$ cat config.mk
export PLATFORM = sky130hd
export DESIGN_NAME = fetch_unit
export DESIGN_NICKNAME = d
export VERILOG_FILES = /design/src/rtl/fetch_pkg.sv /design/src/rtl/fetch_fifo.sv /design/src/rtl/fetch_unit.sv
export SDC_FILE = /design/constraint.sdc
export NUM_CORES = 1
export LEC_CHECK = 0
export CAP_MARGIN = 20
export CORE_AREA = 4 4 193 195
export CTS_CLUSTER_DIAMETER = 30
export CTS_CLUSTER_SIZE = 20
export DETAILED_ROUTE_END_ITERATION = 10
export DIE_AREA = 0 0 197 199
export PLACE_DENSITY_LB_ADDON = 0.1
export SYNTH_ARGS = -nofsm -noshare
export SYNTH_HDL_FRONTEND = slang
export SYNTH_HIERARCHICAL = 1
export SYNTH_SLANG_ARGS = --single-unit
$ cat constraint.sdc
create_clock -name clk -period 3.7 [get_ports clk]
set_input_delay 0.74 -clock clk [delete_from_list [all_inputs] [get_ports clk]]
set_output_delay 0.74 -clock clk [all_outputs]
set_load 0.01 [all_outputs]
$ cat src/rtl/fetch_pkg.sv
// Shared types and constants for the instruction fetch stage.
// State encodings are plain constants so legacy netlists keep the same codes.
package fetch_pkg;

    localparam int INSN_BYTES = 4;

    typedef enum logic [1:0] {
        RUN   = 2'd0,
        DRAIN = 2'd1,
        FLUSH = 2'd2
    } fetch_state_e;

    localparam logic [1:0] ST_RUN   = RUN;
    localparam logic [1:0] ST_DRAIN = DRAIN;
    localparam logic [1:0] ST_FLUSH = FLUSH;

    typedef struct packed {
        logic [31:0] pc;
        logic [31:0] data;
    } fifo_entry_t;

    // Fetch addresses are always word aligned; the low two bits are dropped.
    function automatic logic [31:0] align_pc(input logic [31:0] pc);
        return {pc[31:2], 2'b00};
    endfunction

endpackage

$ cat src/rtl/fetch_fifo.sv
// Prefetch FIFO holding {pc, instr} pairs between the cache port and decode.
// 2**FIFO_DEPTH entries, no bypass; clear wins over push and pop.
module fetch_fifo
    import fetch_pkg::*;
#(
    parameter int FIFO_DEPTH = 2
) (
    input  logic                clk,
    input  logic                rst,
    input  logic                push,
    input  logic                pop,
    input  logic                clear,
    input  fifo_entry_t         wdata,
    output fifo_entry_t         rdata,
    output logic [FIFO_DEPTH:0] count,
    output logic                full,
    output logic                empty
);

    localparam int ENTRIES = 1 << FIFO_DEPTH;
    localparam logic [FIFO_DEPTH:0] ENTRIES_CNT = ENTRIES[FIFO_DEPTH:0];

    fifo_entry_t           mem [ENTRIES];
    logic [FIFO_DEPTH-1:0] wr_ptr;
    logic [FIFO_DEPTH-1:0] rd_ptr;
    logic                  do_push;
    logic                  do_pop;

    assign full    = (count == ENTRIES_CNT);
    assign empty   = (count == '0);
    assign do_push = push && !full;
    assign do_pop  = pop && !empty;
    assign rdata   = mem[rd_ptr];

    // Pointer and occupancy tracking; a clear discards everything at once.
    always_ff @(posedge clk or negedge rst) begin
        if (!rst) begin
            wr_ptr <= '0;
            rd_ptr <= '0;
            count  <= '0;
        end else if (clear) begin
            wr_ptr <= '0;
            rd_ptr <= '0;
            count  <= '0;
        end else begin
            if (do_push) wr_ptr <= wr_ptr + FIFO_DEPTH'(1);
            if (do_pop)  rd_ptr <= rd_ptr + FIFO_DEPTH'(1);
            case ({do_push, do_pop})
                2'b10:   count <= count + (FIFO_DEPTH+1)'(1);
                2'b01:   count <= count - (FIFO_DEPTH+1)'(1);
                default: count <= count;
            endcase
        end
    end

    // Entry storage; contents are only meaningful below count, so no reset.
    always_ff @(posedge clk) begin
        if (do_push && !clear) mem[wr_ptr] <= wdata;
    end

endmodule

$ cat src/rtl/fetch_unit.sv
// Instruction fetch stage: PC, cache request port, prefetch FIFO, redirect
// and FENCE.I handling. Optional FETCH_STATS_EN adds fetch/stall counters.
//
//   state    | meaning
//   ---------+--------------------------------------------------------------
//   ST_RUN   | normal fetch; request whenever the FIFO has room
//   ST_DRAIN | redirect arrived mid-miss; hold address until the word lands,
//            | discard it, then restart at saved_pc
//   ST_FLUSH | one cycle of cache_flush with no request outstanding
module fetch_unit
    import fetch_pkg::*;
#(
    parameter logic [31:0] RESET_PC   = 32'h0000_0000,
    parameter int          FIFO_DEPTH = 2
) (
    input  logic        clk,
    input  logic        rst,
    input  logic        redirect_valid,
    input  logic [31:0] redirect_pc,
    input  logic        fence_i,
    output logic        cache_valid,
    input  logic        cache_ready,
    output logic [31:0] cache_addr,
    input  logic [31:0] cache_rdata,
    output logic        cache_flush,
    output logic        instr_valid,
    input  logic        instr_ready,
    output logic [31:0] instr_pc,
    output logic [31:0] instr_data
`ifdef FETCH_STATS_EN
    ,
    output logic [31:0] stat_fetched,
    output logic [31:0] stat_stall
`endif
);

    localparam int ENTRIES = 1 << FIFO_DEPTH;
    localparam logic [FIFO_DEPTH:0] ENTRIES_CNT = ENTRIES[FIFO_DEPTH:0];

    logic [1:0]          state;
    logic [31:0]         fetch_pc;
    logic [31:0]         saved_pc;
    logic                fence_pend;
    logic                active;

    logic [FIFO_DEPTH:0] fifo_count;
    logic                fifo_full;
    logic                fifo_empty;
    fifo_entry_t         head;
    fifo_entry_t         push_entry;

    logic                ctrl;
    logic                req_done;
    logic                miss_pend;
    logic                push;
    logic                pop;
    logic [31:0]         target_pc;

    // Request enable per state; nothing is issued until the first edge after reset.
    always_comb begin
        cache_valid = 1'b0;
        case (state)
            ST_RUN:   cache_valid = active && (fifo_count < ENTRIES_CNT);
            ST_DRAIN: cache_valid = 1'b1;
            default:  cache_valid = 1'b0;
        endcase
    end

    assign cache_flush = (state == ST_FLUSH);
    assign cache_addr  = fetch_pc;

    assign ctrl       = redirect_valid || fence_i;
    assign target_pc  = align_pc(redirect_pc);
    assign req_done   = cache_valid && cache_ready;
    assign miss_pend  = cache_valid && !cache_ready;
    assign push       = (state == ST_RUN) && req_done && !ctrl && !fifo_full;
    assign pop        = instr_valid && instr_ready;
    assign push_entry = {fetch_pc, cache_rdata};

    assign instr_valid = !fifo_empty;
    assign instr_pc    = head.pc;
    assign instr_data  = head.data;

    fetch_fifo #(
        .FIFO_DEPTH (FIFO_DEPTH)
    ) u_fifo (
        .clk   (clk),
        .rst   (rst),
        .push  (push),
        .pop   (pop),
        .clear (ctrl),
        .wdata (push_entry),
        .rdata (head),
        .count (fifo_count),
        .full  (fifo_full),
        .empty (fifo_empty)
    );

    // Fetch FSM: PC advance, redirect capture, drain and flush sequencing.
    always_ff @(posedge clk or negedge rst) begin
        if (!rst) begin
            state      <= ST_RUN;
            fetch_pc   <= RESET_PC;
            saved_pc   <= RESET_PC;
            fence_pend <= 1'b0;
            active     <= 1'b0;
        end else begin
            active <= 1'b1;
            case (state)
                ST_RUN: begin
                    if (ctrl) begin
                        if (miss_pend) begin
                            // The cache is mid-miss on fetch_pc; keep it stable.
                            state      <= ST_DRAIN;
                            saved_pc   <= target_pc;
                            fence_pend <= fence_i;
                        end else if (fence_i) begin
                            state    <= ST_FLUSH;
                            saved_pc <= target_pc;
                        end else begin
                            fetch_pc <= target_pc;
                        end
                    end else if (req_done) begin
                        fetch_pc <= fetch_pc + 32'(INSN_BYTES);
                    end
                end
                ST_DRAIN: begin
                    if (ctrl) saved_pc <= target_pc;
                    if (fence_i) fence_pend <= 1'b1;
                    if (req_done) begin
                        fetch_pc <= ctrl ? target_pc : saved_pc;
                        saved_pc <= ctrl ? target_pc : saved_pc;
                        state    <= (fence_pend || fence_i) ? ST_FLUSH : ST_RUN;
                    end
                end
                ST_FLUSH: begin
                    // No request is outstanding here, so the invalidate cannot race a fill.
                    fetch_pc   <= ctrl ? target_pc : saved_pc;
                    state      <= ST_RUN;
                    fence_pend <= 1'b0;
                end
                default: begin
                    state <= ST_RUN;
                end
            endcase
        end
    end

`ifdef FETCH_STATS_EN
    // Free-running performance counters; wrap silently.
    always_ff @(posedge clk or negedge rst) begin
        if (!rst) begin
            stat_fetched <= '0;
            stat_stall   <= '0;
        end else begin
            if (push)      stat_fetched <= stat_fetched + 32'd1;
            if (miss_pend) stat_stall   <= stat_stall + 32'd1;
        end
    end
`endif

endmodule

Word level (Yosys, flattened, before mapping):

Memories as Yosys holds them, arrays and structs flattened.
Cells that the tools add are included.
W data, S select, Z words.

* equality and inequality tests: 13
* $lt $le $gt $ge: 1
* mux-type cells: 30
* $add $sub $neg: 5
* reduce and logical (&&, ||, !) cells: 27

Operator list (count)
* $mux W32: 9
* $pmux W32 S3: 1
* $pmux W32 S2: 1
* $add A32 B3 Y32 const B: 1
* $mux W2: 9
* $logic_and A1 B1 Y1: 10
* $ne A3 B3 Y1 const B: 3
* $ne A2 B2 Y1 const B: 3
* $pmux W3 S2: 1
* $reduce_and A3 Y1: 2
* $reduce_bool A2 Y1: 3
* $reduce_bool A3 Y1: 2
* $mux W1: 5
* $reduce_and A5 Y1: 1
* $add A2 B1 Y2 const B: 2
* $eq A2 B1 Y1 const B: 2
* $eq A2 B2 Y1 const B: 2
* $logic_not A1 Y1: 4
* $pmux W2 S2: 1
* $reduce_and A4 Y1: 1
* $add A3 B1 Y3 const B: 1
* $eq A3 B3 Y1 const B: 1
* $logic_not A3 Y1: 1
* $lt A3 B3 Y1 const B: 1
* other kinds (8): 9

* bits of input ports: 70
* output and inout port bits: 99
* word-level logic and storage cells: 85
* bits in writable memories: 256
* register bits: 75
* memories kept: 1

Memories
* u_fifo.mem: depth 4, bits a word 64, rd ports 1, clocked after memory_dff 0, wr ports 1, RTL line fetch_fifo.sv:23 `fifo_entry_t mem [ENTRIES];`

Longest topological paths before layout:

* word-level depth: 11
* gate-level depth with buffers: 10
* mapped depth without buffers: 8

Modules after synthesis:

The synthesis kept the hierarchy.

Modules (own cells, without submodules)
* fetch_fifo: cells an instance 398, sequential area each 7862.5 µm², area an instance 9788.1 µm², instances 1
* fetch_unit: cells an instance 415, sequential area each 1701.6 µm², area an instance 3897.5 µm², instances 1

Least setup slack after synthesis:

OpenSTA, ideal clock, no wires.

* kind: input to register
* start: input redirect_valid
* end: memory u_fifo/mem[0][0] in the netlist's numbering, enable pin
* path slack: -765 ps
* buffers on the path: 3
* setup time: 429 ps
* data arrival time: 4037 ps
* required time: 3271 ps
* stages: 9
* path through: nor2_1 inv_1 clkbuf_1 buf_1 nor4b_1 buf_2 inv_1 nor3_1 and2_1

* word-level cells in the longest chain between the ends: 8

RTL lines
* start, declared: RTL line fetch_unit.sv:18 `input logic redirect_valid,`
* $logic_or A1 B1 Y1: RTL line fetch_unit.sv:72 `assign ctrl = redirect_valid || fence_i;`
* via ctrl: RTL line fetch_unit.sv:52 `logic ctrl;`
* $logic_not A1 Y1: RTL line fetch_unit.sv:76 `assign push = (state == ST_RUN) && req_done && !ctrl && !fifo_full;`
* $logic_and A1 B1 Y1 (2 in series): RTL line fetch_unit.sv:76
* via push: RTL line fetch_unit.sv:55 `logic push;`
* $logic_and A1 B1 Y1: RTL line fetch_fifo.sv:31 `assign do_push = push && !full;`
* $logic_and A1 B1 Y1: RTL line fetch_fifo.sv:58 `if (do_push && !clear) mem[wr_ptr] <= wdata;`
* $mux W1: RTL line fetch_fifo.sv:58
* $mux W1 (not written as such): RTL line fetch_fifo.sv:58
* end, declared: RTL line fetch_fifo.sv:23

The timed path passes the listed nets, and every way through them passes these cells.

Worst setup path in the final report:

* start: register u_fifo.rd_ptr[0]
* end: output instr_pc[1]

* word-level cells in the longest chain between the ends: 1

RTL lines
* start, declared: RTL line fetch_fifo.sv:25 `logic [FIFO_DEPTH-1:0] rd_ptr;`
* start signal, assigned: RTL line fetch_fifo.sv:47 `if (do_pop) rd_ptr <= rd_ptr + FIFO_DEPTH'(1);`
* $mem_v2 Z4 W64
* end, declared: RTL line fetch_unit.sv:28 `output logic [31:0] instr_pc,`

Every way passes these cells.

==> results.toml <==
[outcome]
status = "finished clean"

[critical_path]
start_kind = "flop"
reg2reg_from = "state[0]"
worstSetupEndpoint = "instr_pc[1]"
crit_cells = 3
cpMaxStageDelayCell = "dfrtp_4"
worstPathBufferInverterCount = 2
cp-startpoint = "u_fifo/rd_ptr[0]"
reg2reg_to = "u_fifo/mem[2][38]"
critPathKind = "reg -> out"
cp-end-kind = "output pin"
cp.arrival_ns = 2.75
cp.required_ns = 2.96
crit_chain = "buf_12, mux4_2, clkdlybuf4s50_1"
cp_top_family = "flip-flops"
r2r_slack_ns = 0.66
cp_slowest_stage_delay_ns = 0.79
worst_r2r_path_depth = 8
cp_max_fo = 25

[floorplanning]
start_util_pct = 38.7
die_width_um = 197
dieArea_um2 = 39200
ios = 169
coreArea_um2 = 35400
fp-row-count = 69
fp.dieH_um = 199

[global_route]
grt_pass1_vias = 8527
track_usage_pct = 16.4
antenna_found_initial = 0
grt-busiest-layer = "met2"
grtUsageMet3_pct = 4.59
grt_max_degree = 63
grt_pass1_wl_mm = 49.7
gr-usage-met1_pct = 22.5
overflow = 0
grtUsageMet2_pct = 25.9

[clock_network]
cts.path.max_buffers = 3
numCtsBuffers = 81
cts.sink_count = 331
cts_setup_buffers = 0
cts_resized = 0
htreeDepth = 3
cts-root-buf = "clkbuf_16"
postCtsHoldBufs = 0
cts_tree = "done"
path_clk_slew_ns = 0.04
clock_latency_ns = 0.58

[layout]
final_cell_mix = "256 x edfxtp_1, 165 x clkdlybuf4s50_1, 82 x clkbuf_16"
area_growth_pct = 36.6
nFillCells = 2922
final_common_cell = "edfxtp_1"
drive_gt1_share_pct = 25.2
fin_nets = 1124
antenna_cells = 0
final_core_utilization_pct = 52.8
stdcell_area_um2 = 18700
final_cells = 1571

[sta]
max_freq_mhz = 287
min_period_over_period_pct = 94.3
slew_viol_final = 0
finalSetupViolations = 0
worstMarginPinSlew_ns = 0.955
hold_violations = 0
fin_crit_ns = 3.49
finClkSkew_ns = 0.0166
slew-limit-headroom_pct = 36.3
rsz0062_at_grt = "no"
hold_ws_ns = 0.273

[yosys]
synthesis.area_um2 = 13700
synthCells = 813
synthArstFlopShare_pct = 22.7
ys_seq_area_share_pct = 69.9
syn_nets = 894
synth_flop_cell = "edfxtp_1"
synth_edf_count = 256
ys_warn_count = 6
synth_cell_type_count = 68
syn_area_per_cell_um2 = 16.8
synth-seq-cells = 331

[run]
cap_viol_max_count = 0

[route]
dr.pass1.iters = 5
via_per_inst = 5.16
wl_per_cell_um = 20.3
routed_wirelength_mm = 32.0
drt.antenna.violating_nets = 0
vias = 8100
drt-initial-drc-count = 405
drc = 0

[power]
pwr_density_cell_nw_per_um2 = 754
finalPower_w = 0.0141
ir_worst_vdd_uv = 499
leakagePower_nw = 6.56

[worst_hold_path]
hold_path.class = "in -> async"

[placed_design]
portBuffers = 166
place_area_um2 = 16000
gp_congestion = 0.745
place_inst = 1421
dpl.hpwl_mm = 19.4
cell type report:
cell class	count	area, um^2	area share (%)
Sequential cell	331	9570	51.2
Tap cell	461	577	3.08
Timing Repair Buffer	194	1980	10.6
Clock buffer	95	2110	11.3
Inverter	25	93.8	0.502
Multi-Input combinational cell	410	3790	20.3
Clock inverter	55	576	3.08
sequential cells by signal, summed over array words and instances (netlist names):
register	count
fence_pend	1
u_fifo/rd_ptr	2
state	2
u_fifo/wr_ptr	2
saved_pc	32
cache_addr	32
active	1
u_fifo/count	3
u_fifo/mem	256
cells by family (layout without fill, tap and decap cells):
family	Yosys count	count (layout)	synth area share, %
flops	331	331	69.9
compound gates	152	152	7.23
simple gates	136	136	5.18
mux	99	99	13.4
buf+inv	72	369	2.53
fa+ha+maj	11	11	1.06
xor+xnor	11	11	0.704
other cells	1	1	0.0274
Yosys cell counts, types with 8 or more instances:
library cell  count  area share [%]
nand2_1          32            0.88
and3_1            9            0.41
mux4_2           64              11
o21ai_1          13            0.48
ha_1             10            0.91
buf_2            16            0.59
mux2_2           31             2.6
nand4_1           8            0.37
a21oi_1          55             2.0
clkbuf_1         16            0.44
edfxtp_1        256              56
nand3_1          17            0.62
xor2_1            8            0.51
nor2_1           27            0.74
o21ai_0          20            0.73
dfrtp_1          75              14
inv_1            24            0.66
per-stage QoR:
step	worst slack [ns]	TNS (ns)
after floorplan	-0.0730	-18.68
after global placement	0.351	0
after detailed placement	0.269	0
after CTS	0.122	0
after global routing	0.0536	0
final	0.211	0
per-layer routing:
| metal | part of all wire [%] | wire, um |
|---|---|---|
| met1 | 45 | 14400 |
| met2 | 48 | 15200 |
| met3 | 5.4 | 1720 |
| met4 | 1.9 | 604 |
| met5 | 0 | 0 |
report_power, final:
| part | total (W) | switching [W] | internal, W |
|---|---|---|---|
| clock | 0.00682 | 0.00213 | 0.00469 |
| sequential | 0.00510 | 0.000523 | 0.00458 |
| combinational | 0.00218 | 0.00112 | 0.00106 |
| total | 0.0141 | 0.00377 | 0.0103 |
worst min-delay path by stage:
stage                     start          end  slack, ns  depth (start not counted)
floorplan                   rst       active       0.44                          0
global placement    saved_pc[0]  saved_pc[0]       0.48                          1
detailed placement  saved_pc[1]  saved_pc[1]       0.47                          1
CTS                         rst  saved_pc[1]       0.31                          1
global route                rst  saved_pc[1]       0.33                          1
finish                      rst  saved_pc[0]       0.27                          1
No activity file was read; power rests on OpenSTA's default activity.
==> variant, RTL diff (same settings) <==
Add a define of `FETCH_STATS_EN`.
--- a/src/rtl/fetch_unit.sv
+++ b/src/rtl/fetch_unit.sv
@@ -8,4 +8,6 @@
 //            | discard it, then restart at saved_pc
 //   ST_FLUSH | one cycle of cache_flush with no request outstanding
+`define FETCH_STATS_EN
+
 module fetch_unit
     import fetch_pkg::*;
Formal check against the unedited RTL (old outputs only; new: stat_fetched and stat_stall): same outputs for any inputs over 4 cycles, from zero or initial values and one cycle with rst low; that may be too few to reach the edited logic, so the function may still have changed.
==> variant against the original RTL <==
- sequential share of layout area down 1.7 points
- area after synthesis up 21%
- worst setup slack gained 87 ps
- wire length is 22% higher
- sequential cell count up 64
- design area increased by 21%
- total power rose by 12%
- largest cell class unchanged
==> variant: results (changes against the original RTL) <==
post-place setup slack 277 ps (+8.39 ps); largest net degree at the start of global routing 58 (-7.9%); max incr delay on CP 740 ps (-50 ps); largest cells by area after synthesis edfxtp_1 46%, dfrtp_1 21%, mux4_2 8.7%, xnor2_1 2.9%, mux2_1 1.9%; commonest cells in the netlist 256 x edfxtp_1, 139 x dfrtp_1, 72 x nand2_1; Detail Route met2 WL 18200 um (+20%); multi-input gate share of the layout cell area 0.222 (+0.0199); highest metal used met5; R2R depth 9 (+1); reg2reg setup slack 660 ps (about the same); cts repair resizes 0 (unchanged); P_leak 8.19 nW (+25%); worst r2r src state[0]; DR pass1 iterations 6 (+1); DRT iter0 DRCs 582 (+44%); post-synthesis adder-cell area fraction 0.00954 (-0.00107); vias in the first global route 10811 (+27%); FF/Latch Area 11200 um^2 (+17%); Worst slew margin 0.305 (-0.0577); Num Clock Sinks 395 (+19%); Root Driver clkbuf_16; grt met1 use 0.279 (+0.0540); crit path to instr_pc[12]; Compound-Gate Fraction of Synth Area 0.0602 (-0.0122); Internal 11.5 mW (+11%); Synth Net Count 1149 (+29%); Data arrival, critical path 2660 ps (-90 ps); Area after DPL 19600 um^2 (+22%); ANT cells 3 (+3); Total GRT Usage 0.200 (+0.0362); metal3 WL 3090 um (+80%); DR vias 10383 (+28%); first-pass GRT wire length 61900 um (+25%); Worst Clk Skew 20.7 ps (+4.09 ps); Final HPWL DP 24200 um (+25%); FF-to-FF End u_fifo/mem[3][46]; Non-clock buffers 261 (+35%); layout cells sized above 1 0.192 (-0.0598); Worst VDD drop 0.000418 V (-16%); Post-synth ARST share 0.352 (+0.125); signal buffers share of area 0.121 (+0.0147); global placer's final weighted congestion 0.807 (+8.3%); # placed instances 1736 (+22%); final-layout clock-cell area share 0.132 (-0.0119); GRT met3 Usage 0.0655 (+0.0196); Post-Route M1 WL 16800 um (+16%); port buffer count 230 (+39%); mux contribution to synthesized area 0.111 (-0.0230); cts bufs inserted 85 (+4.9%); xor-xnor portion of the synthesized cell area 0.0376 (+0.0306); # fillers 2666 (-8.8%); GR Layer Usage met2 0.303 (+0.0441); min-delay worst type in -> async; final cell count without fillers 1898 (+21%); outcome finished clean; post-route cell area 22600 um^2 (+21%); Wirelength per Cell 20.5 um (+0.66%); post-route minimum period 3400 ps (-86.5 ps); Final #Nets 1444 (+28%); initial antenna violation count 11 (+11)
variant: critical path, delay by kind of cell (launching register included):
family / cells / cell delay [ps]
buffers and inverters: 2 / 810
DFF: 1 / 740
muxes: 1 / 520
variant: power by group through the flow:
| stage | logic, mW | clock network, mW | registers, mW |
|---|---|---|---|
| 2_1_floorplan | 1.22 | 0 | 5.85 |
| 3_3_place_gp | 2.15 | 0 | 5.98 |
| 3_5_place_dp | 2.18 | 0 | 6.02 |
| 4_1_cts | 2.19 | 7.77 | 5.94 |
| 5_1_grt | 2.40 | 8.03 | 6.03 |
| 6_report | 2.17 | 7.62 | 5.95 |
variant: how the worst min path moves through the flow:
stage / to / start / depth (start not counted)
5_1_grt: stat_fetched[20] / rst / 1
3_5_place_dp: stat_fetched[31] / stat_fetched[31] / 1
6_report: stat_fetched[19] / rst / 1
3_3_place_gp: saved_pc[14] / saved_pc[14] / 1
2_1_floorplan: active / rst / 0
4_1_cts: stat_fetched[22] / rst / 1
